File: config.mk
export PLATFORM = sky130hd
export DESIGN_NAME = scv_timing_gen
export DESIGN_NICKNAME = d
export VERILOG_FILES = /design/src/rtl/scv_pkg.sv /design/src/rtl/scv_interval_timer.sv /design/src/rtl/scv_timing_gen.sv
export SDC_FILE = /design/constraint.sdc
export NUM_CORES = 1
export LEC_CHECK = 0
export BUFFER_PORTS_ARGS = -buffer_cell sky130_fd_sc_hd__buf_2
export CAP_MARGIN = 25
export CORE_MARGIN = 1.5
export CORE_UTILIZATION = 49
export CTS_CLUSTER_SIZE = 24
export DETAILED_ROUTE_END_ITERATION = 10
export PLACE_DENSITY = 0.8
export SLEW_MARGIN = 20
export SYNTH_ARGS = -nofsm -noshare
export SYNTH_HDL_FRONTEND = slang
export SYNTH_SLANG_ARGS = --single-unit
File: constraint.sdc
create_clock -name CLK -period 2.6 [get_ports CLK]
set_input_delay 0.78 -clock CLK [delete_from_list [all_inputs] [get_ports CLK]]
set_output_delay 0.78 -clock CLK [all_outputs]
set_load 0.01 [all_outputs]
File: src/rtl/scv_pkg.sv
// Shared definitions for the SCV timing generator: CPU phase encoding and
// NTSC vertical-blank interval lengths in CLK cycles.
package scv_pkg;

  typedef enum logic [1:0] {
    P0 = 2'd0,
    P1 = 2'd1,
    P2 = 2'd2,
    P3 = 2'd3
  } phase_e;

  localparam int unsigned VBL_LEN1_NTSC = 12464;
  localparam int unsigned VBL_LEN0_NTSC = 120872;

  // Strobe vector bit order: [0] CP1 rise, [1] CP1 fall, [2] CP2 rise, [3] CP2 fall.
  function automatic logic [3:0] phase_strobe(input phase_e p);
    return 4'b0001 << p;
  endfunction

endpackage

File: src/rtl/scv_interval_timer.sv
// Two-level interval timer: level low for len0 cycles, high for len1 cycles.
// Lengths are captured when an interval begins; a zero length counts as one.
module scv_interval_timer #(
  parameter int VW = 20
) (
  input  logic          clk_i,
  input  logic          rst_n_i,
  input  logic          ce_i,
  input  logic [VW-1:0] len0_i,
  input  logic [VW-1:0] len1_i,
  output logic          lvl_o,
  output logic          rise_o
);

  logic [VW-1:0] cnt_q, cnt_d;
  logic          lvl_q, lvl_d;
  logic          rise_q, rise_d;

  function automatic logic [VW-1:0] clamp_len(input logic [VW-1:0] len);
    return (len == '0) ? VW'(1) : len;
  endfunction

  always_comb begin
    cnt_d  = cnt_q;
    lvl_d  = lvl_q;
    rise_d = 1'b0;
    if (ce_i) begin
      // cnt_q holds cycles left in the current interval, including this one
      if (cnt_q <= VW'(1)) begin
        lvl_d  = ~lvl_q;
        rise_d = ~lvl_q;
        cnt_d  = clamp_len(lvl_q ? len0_i : len1_i);
      end else begin
        cnt_d = cnt_q - VW'(1);
      end
    end
  end

  always_ff @(posedge clk_i) begin
    if (!rst_n_i) begin
      cnt_q  <= clamp_len(len0_i);
      lvl_q  <= 1'b0;
      rise_q <= 1'b0;
    end else begin
      cnt_q  <= cnt_d;
      lvl_q  <= lvl_d;
      rise_q <= rise_d;
    end
  end

  assign lvl_o  = lvl_q;
  assign rise_o = rise_q;

endmodule

File: src/rtl/scv_timing_gen.sv
// SCV CPU phase sequencer (CP1/CP2 strobes and levels) plus vertical-blank timer.
// Frame counter is built only when SCV_TIMING_FRAME_CNT_EN is defined.
module scv_timing_gen
  import scv_pkg::*;
#(
  parameter int CKDIV = 1,
  parameter int VW    = 20
) (
  input  logic          CLK,
  input  logic          RESETB,
  input  logic          CE,
  input  logic          STALL,
  input  logic [VW-1:0] VBL_LEN0,
  input  logic [VW-1:0] VBL_LEN1,
  output logic          CP1_POSEDGE,
  output logic          CP1_NEGEDGE,
  output logic          CP2_POSEDGE,
  output logic          CP2_NEGEDGE,
  output logic          CP1,
  output logic          CP2,
  output logic          VBL,
  output logic          VBL_START,
  output logic [15:0]   FRAME_CNT
);

  localparam int DW = (CKDIV > 1) ? $clog2(CKDIV) : 1;

  phase_e        phase_q, phase_d;
  logic [DW-1:0] div_q, div_d;
  logic [3:0]    strb_q, strb_d;
  logic          cp1_q, cp1_d;
  logic          cp2_q, cp2_d;
  logic          run;

  assign run = CE & ~STALL;

  always_comb begin
    phase_d = phase_q;
    div_d   = div_q;
    strb_d  = 4'b0000;
    // Levels follow the strobes one cycle late, so a fall strobe cycle is still high.
    cp1_d   = strb_q[0] ? 1'b1 : (strb_q[1] ? 1'b0 : cp1_q);
    cp2_d   = strb_q[2] ? 1'b1 : (strb_q[3] ? 1'b0 : cp2_q);
    if (run) begin
      if (div_q == '0) begin
        strb_d = phase_strobe(phase_q);
      end
      if (div_q == DW'(CKDIV - 1)) begin
        div_d   = '0;
        phase_d = phase_e'(phase_q + 2'd1);
      end else begin
        div_d = div_q + 1'b1;
      end
    end
  end

  always_ff @(posedge CLK) begin
    if (!RESETB) begin
      phase_q <= P0;
      div_q   <= '0;
      strb_q  <= 4'b0000;
      cp1_q   <= 1'b0;
      cp2_q   <= 1'b0;
    end else begin
      phase_q <= phase_d;
      div_q   <= div_d;
      strb_q  <= strb_d;
      cp1_q   <= cp1_d;
      cp2_q   <= cp2_d;
    end
  end

  assign CP1_POSEDGE = strb_q[0];
  assign CP1_NEGEDGE = strb_q[1];
  assign CP2_POSEDGE = strb_q[2];
  assign CP2_NEGEDGE = strb_q[3];
  assign CP1         = cp1_q;
  assign CP2         = cp2_q;

  scv_interval_timer #(
    .VW(VW)
  ) u_vbl_timer (
    .clk_i  (CLK),
    .rst_n_i(RESETB),
    .ce_i   (CE),
    .len0_i (VBL_LEN0),
    .len1_i (VBL_LEN1),
    .lvl_o  (VBL),
    .rise_o (VBL_START)
  );

`ifdef SCV_TIMING_FRAME_CNT_EN
  logic [15:0] frame_q;

  // Counts on the registered start pulse, so the count lags VBL_START by a cycle.
  always_ff @(posedge CLK) begin
    if (!RESETB) begin
      frame_q <= 16'd0;
    end else if (VBL_START) begin
      frame_q <= frame_q + 16'd1;
    end
  end

  assign FRAME_CNT = frame_q;
`else
  assign FRAME_CNT = 16'd0;
`endif

endmodule
Word-level counts from Yosys, hierarchy flattened --
Cells that the tools add are included.
Storage, ports and cells: output and inout port bits 24, bits of input ports 44, word-level logic and storage cells 39, flip-flop bits (word level) 31
Cells by class: muxes and demuxes 11, bitwise operators 6, eq/ne operators 1, shift-type cells 1, reductions and logical operators 8, $add $sub $neg 3, magnitude comparators 1
Operators by type and width (number):
- 2-to-1 mux 20 bit | 6
- logical NOT 20 bit | 2
- <= comparator 20 x 1 -> 1 bit, second input constant | 1
- subtractor 20 x 1 -> 20 bit, second input constant | 1
- 2-to-1 mux 1 bit | 5
- inverter 1 bit | 5
- AND reduction 2 bit | 2
- nonzero test 2 bit | 2
- left shift 1 x 2 -> 4 bit, first input constant | 1
- AND reduction 3 bit | 1
- OR reduction 3 bit | 1
- adder 2 x 1 -> 2 bit, second input constant | 1
- inequality test 2 bit, second input constant | 1
- adder 1 bit, second input constant | 1
- AND 1 bit | 1

Longest topological paths before layout --
depth after elaboration 6, gate-level depth with buffers 8, gate-level depth less buffers 7

Modules after synthesis --
From an unflattened synthesis, not the netlist that was laid out.
Unflattened totals: cell total of the unflattened synthesis 216, area, all modules 2089.5 um2
Modules (own cells, without submodules):
- scv_interval_timer | instances 1, area each 1699.1 um2, seq. area each 640.6 um2, cells an instance 174
- scv_timing_gen | instances 1, area each 390.4 um2, seq. area each 160.2 um2, cells an instance 42

Least setup slack after synthesis --
No wires, ideal clock.
path type input port to flip-flop, start point input port VBL_LEN1[8], end point register u_vbl_timer.cnt_q[0], data pin, stages 5, data required time 2.446 ns, path buffers 0, setup slack 0.486 ns, setup time 0.154 ns, data arrival time 1.960 ns, cells stage by stage or4_1 > nor2_1 > nand4b_1 > a221o_1 > a41oi_2
On the way: word-level cells in the longest chain between the ends 6
Ends and longest elaborated chain:
- from (decl) | line scv_timing_gen.sv:14 | input logic [VW-1:0] VBL_LEN1,
- 2-to-1 mux 20 bit | line scv_interval_timer.sv:32 | cnt_d = clamp_len(lvl_q ? len0_i : len1_i);
- logical NOT 20 bit | line scv_interval_timer.sv:20 | return (len == '0) ? VW'(1) : len;
- 2-to-1 mux 20 bit | line scv_interval_timer.sv:20
- 2-to-1 mux 20 bit | line scv_interval_timer.sv:29 | if (cnt_q <= VW'(1)) begin
- 2-to-1 mux 20 bit | line scv_interval_timer.sv:27 | if (ce_i) begin
- 2-to-1 mux 20 bit | line scv_interval_timer.sv:40 | if (!rst_n_i) begin
- to (signal assigned) | line scv_interval_timer.sv:41 | cnt_q <= clamp_len(len0_i);
- to (signal assigned) | line scv_interval_timer.sv:45 | cnt_q <= cnt_d;
- to (decl) | line scv_interval_timer.sv:15 | logic [VW-1:0] cnt_q, cnt_d;
Every way passes these cells. The select of a mux whose other input is x is not followed. A chain may end at the register's enable or synchronous reset.

Worst setup path after layout --
start point register u_vbl_timer.cnt_q[0], end point register u_vbl_timer.cnt_q[1], data pin
On the way: word-level cells in the longest chain between the ends 4, elaborated cells on any way between the ends 5, classes of those cells 1 x add/sub; 1 x order compare; 3 x mux
Ends and longest elaborated chain (line):
- subtractor 20 x 1 -> 20 bit / <= comparator 20 x 1 -> 1 bit (equally long branches) | scv_interval_timer.sv:34, scv_interval_timer.sv:29
- 2-to-1 mux 20 bit (*) | scv_interval_timer.sv:29
- 2-to-1 mux 20 bit (*) | scv_interval_timer.sv:27
- 2-to-1 mux 20 bit (*) | scv_interval_timer.sv:40
Mark *: on every way between the ends. The rest lies on a longest branch, timed or not. The select of a mux whose other input is x is not followed.

==> impl_metrics.py <==
metrics = {
    "worst_setup_path": {
        "crit_chain": "inv_1, ha_1, nor2_1, nand4b_4, nor2_2, mux2_1, o211ai_1",
        "critical_path.startpoint": "u_vbl_timer.cnt_q[0]$_DFFE_PP_",
        "cp-start-kind": "flop",
        "crit_type": "flop to flop",
        "worstPathArrival_ns": 2.41,
        "slowest_delay_ns": 0.49,
        "slowest_stage": "edfxtp_1",
        "crit_required_ns": 2.73,
        "critPathCaptureType": "flop",
        "regToRegStartpoint": "u_vbl_timer.cnt_q[0]$_DFFE_PP_",
        "cp_max_fo": 11,
    },
    "synth": {
        "syn_area_per_cell_um2": 9.51,
        "syn_area_um2": 2230,
        "synth_top_area_cell": "edfxtp_1",
        "synthArstFlopShare_pct": 0,
        "synth_top_family_by_area": "simple AND/OR/NAND/NOR gates",
        "synth_area_leaders": "edfxtp_1 27%, dfxtp_1 9.0%, buf_4 6.0%",
        "synth_xor_area_share_pct": 8.23,
        "muxShareOfSynthArea_pct": 1.85,
        "synth_cell_types": 44,
        "yosysTopAreaCellShare_pct": 26.9,
        "synth_adder_area_share_pct": 1.12,
        "synth_edf_count": 20,
        "synth_compound_area_share_pct": 14.3,
        "postSynthCellCount": 235,
        "ys.flop_type": "edfxtp_1",
        "ys_ff_latch": 30,
        "yosys_warnings": 0,
        "synth_seq_area_share_pct": 35.8,
        "yosysMostFrequentCell": "nand2_1",
        "synth-simple-area-share_pct": 29.2,
        "synth_common_cells": "36 x nand2_1, 20 x edfxtp_1, 18 x buf_4, 18 x nor2_1, 12 x xor2_1",
    },
    "die": {
        "die_area_um2": 4970,
        "num_rows": 24,
        "die_w_um": 70.5,
        "coreArea_um2": 4380,
        "ios": 68,
        "die_h_um": 70.5,
        "start_util_pct": 51.0,
    },
    "drt": {
        "dr_total_vias": 1928,
        "vias_per_cell": 5.60,
        "drtAntennaViolNets": 0,
        "drtIter0Drc": 147,
        "drc": 0,
        "dr.pass1.iters": 4,
        "drt-total-wl_um": 5590,
        "routedWlPerCell_um": 16.2,
    },
    "timing": {
        "max_freq_ghz": 0.437,
        "hold-worst-slack_ns": 0.444,
        "fin_crit_sh_pct": 88.0,
        "finalHoldViolations": 0,
        "skew_ns": 0.0105,
        "fin_setup_tns_ns": 0,
        "fin_crit_ns": 2.29,
        "maxSlewViolCount": 0,
        "tightest_slew_ns": 0.629,
        "maxSlewHeadroom_pct": 57.7,
        "finalSetupViolCount": 0,
        "rsz0062_at_grt": "false",
    },
    "pwr": {
        "vdd_drop_max_uv": 246,
        "p_leak_nw": 1.06,
        "p_total_w": 0.00129,
        "power_per_cell_area_nw_per_um2": 498,
    },
    "global_route": {
        "grt_pass1_vias": 1917,
        "grt_max_degree": 21,
        "globalRouteOverflowTotal": 0,
        "antenna_found_initial": 0,
        "track_usage_pct": 23.7,
        "grt_pass1_wl_um": 9170,
    },
    "clock_network": {
        "ctsHoldBuffers": 0,
        "clkTransAtPathRegs_ns": 0.07,
        "clock_sinks": 30,
        "cts_setup_buffers": 0,
        "max-clock-path-buffers": 2,
        "h-tree-depth": 2,
        "ctsResizeCount": 0,
        "cts_tree": "built",
        "numCtsBuffers": 5,
        "cts_root_buffer": "clkbuf_8",
        "clock_latency_ns": 0.29,
    },
    "worst_hold_path": {
        "hold_class": "flop to flop",
        "min_from": "phase_q[1]$_SDFFE_PN0P_",
    },
    "cells_and_area": {
        "final_net_count": 337,
        "utilization_pct": 58.9,
        "area_growth_syn_to_layout_pct": 15.6,
        "final_area_um2": 2580,
        "drive_gt1_share_pct": 30.8,
        "insertedDiodeCount": 0,
        "fillerInstances": 411,
    },
    "outcome": {
        "status": "finished, final reports clean",
    },
    "job": {
        "drv_cap": 0,
    },
    "placed_design": {
        "gp_congestion": 0.913,
        "io_buffers": 51,
        "dpl.hpwl_um": 4300,
        "place_area_um2": 2490,
    },
}
## layout make-up
type                    count  area (um2)  area share (%)
flip-flops and latches     30         801            31.0
well taps                  52        65.1            2.52
clock buffers               7        86.3            3.34
clock inverters             1        5.00           0.194
multi-input cells         187        1280            49.6
inverters                   8        30.0            1.16
repair buffers             59         315            12.2
## per-stage QoR
| stage | worst slack, ns | cells |
|---|---|---|
| after detailed placement | 0.243 | 336 |
| after global placement | 0.307 | 336 |
| after CTS | 0.351 | 344 |
| after global routing | 0.190 | 344 |
| final | 0.313 | 344 |
| after floorplan | 0.486 | 250 |
## final timing paths
| path | end | slack (ns) | cells after the start |
|---|---|---|---|
| max | u_vbl_timer.cnt_q[1]$_DFFE_PP_ | 0.31 | 7 |
| min | strb_q[1]$_SDFF_PP0_ | 0.44 | 1 |
| max reg2reg | u_vbl_timer.cnt_q[1]$_DFFE_PP_ | 0.31 | 7 |
| min reg2reg | strb_q[1]$_SDFF_PP0_ | 0.44 | 1 |
## power breakdown
group / switching, W / leakage (nW) / internal (W) / total (W)
Combinational: 0.000136 / 0.725 / 0.000127 / 0.000263
Sequential: 0.0000630 / 0.289 / 0.000560 / 0.000623
Clock: 0.000188 / 0.0482 / 0.000213 / 0.000401
## worst max-delay path: cells and delay by family (launching register included)
kind	cells	cell delay, ns
adders and majority gates	1	0.20
muxes	1	0.38
DFF	1	0.49
and+or+nand+nor	3	0.80
buffers and inverters	1	0.10
AOI/OAI and AO/OA	1	0.15
## cells by family (layout without fill, tap and decap cells)
| group | after synthesis | in the layout |
|---|---|---|
| AND/OR/NAND/NOR | 112 | 112 |
| other | 1 | 16 |
| adder cells (fa/ha/maj) | 2 | 2 |
| XOR/XNOR | 21 | 21 |
| flip-flops | 30 | 30 |
| multiplexers | 4 | 4 |
| buffers and inverters | 33 | 75 |
| AO/OA/AOI/OAI | 32 | 32 |
## state kept, by name, summed over array words and instances, names as in the netlist
register	flops
strb_q	4
CP1	1
phase_q	2
u_vbl_timer.lvl_o	1
u_vbl_timer.rise_o	1
u_vbl_timer.cnt_q	20
CP2	1
## cells in the final DEF (no fill, tap or decap), drive strengths merged
cell	n
o31ai	1
xor2	12
mux2i	3
nor2	20
nor3b	1
nor4	8
edfxtp	20
o211ai	3
nor3	14
a21oi	2
nand4b	3
nand2	36
o2bb2ai	1
o21ai	6
a2bb2oi	12
or3	1
ha	2
nand3b	2
nand4	6
dfxtp	10
a31oi	1
or4	6
xnor2	9
clkinv	1
clkbuf	7
mux2	1
a22oi	2
nand3	8
a41oi	1
conb	16
nor2b	4
and3	3
inv	8
a221o	3
buf	59
## per-layer routing
metal	GRT usage, %	vias to the layer above	part of all wire [%]
li1	-	937	-
met1	30.8	910	43
met2	39.4	66	49
met3	4.70	15	5.5
met4	9.22	0	2.8
met5	0	-	0
(Power assumes the default switching activity.)
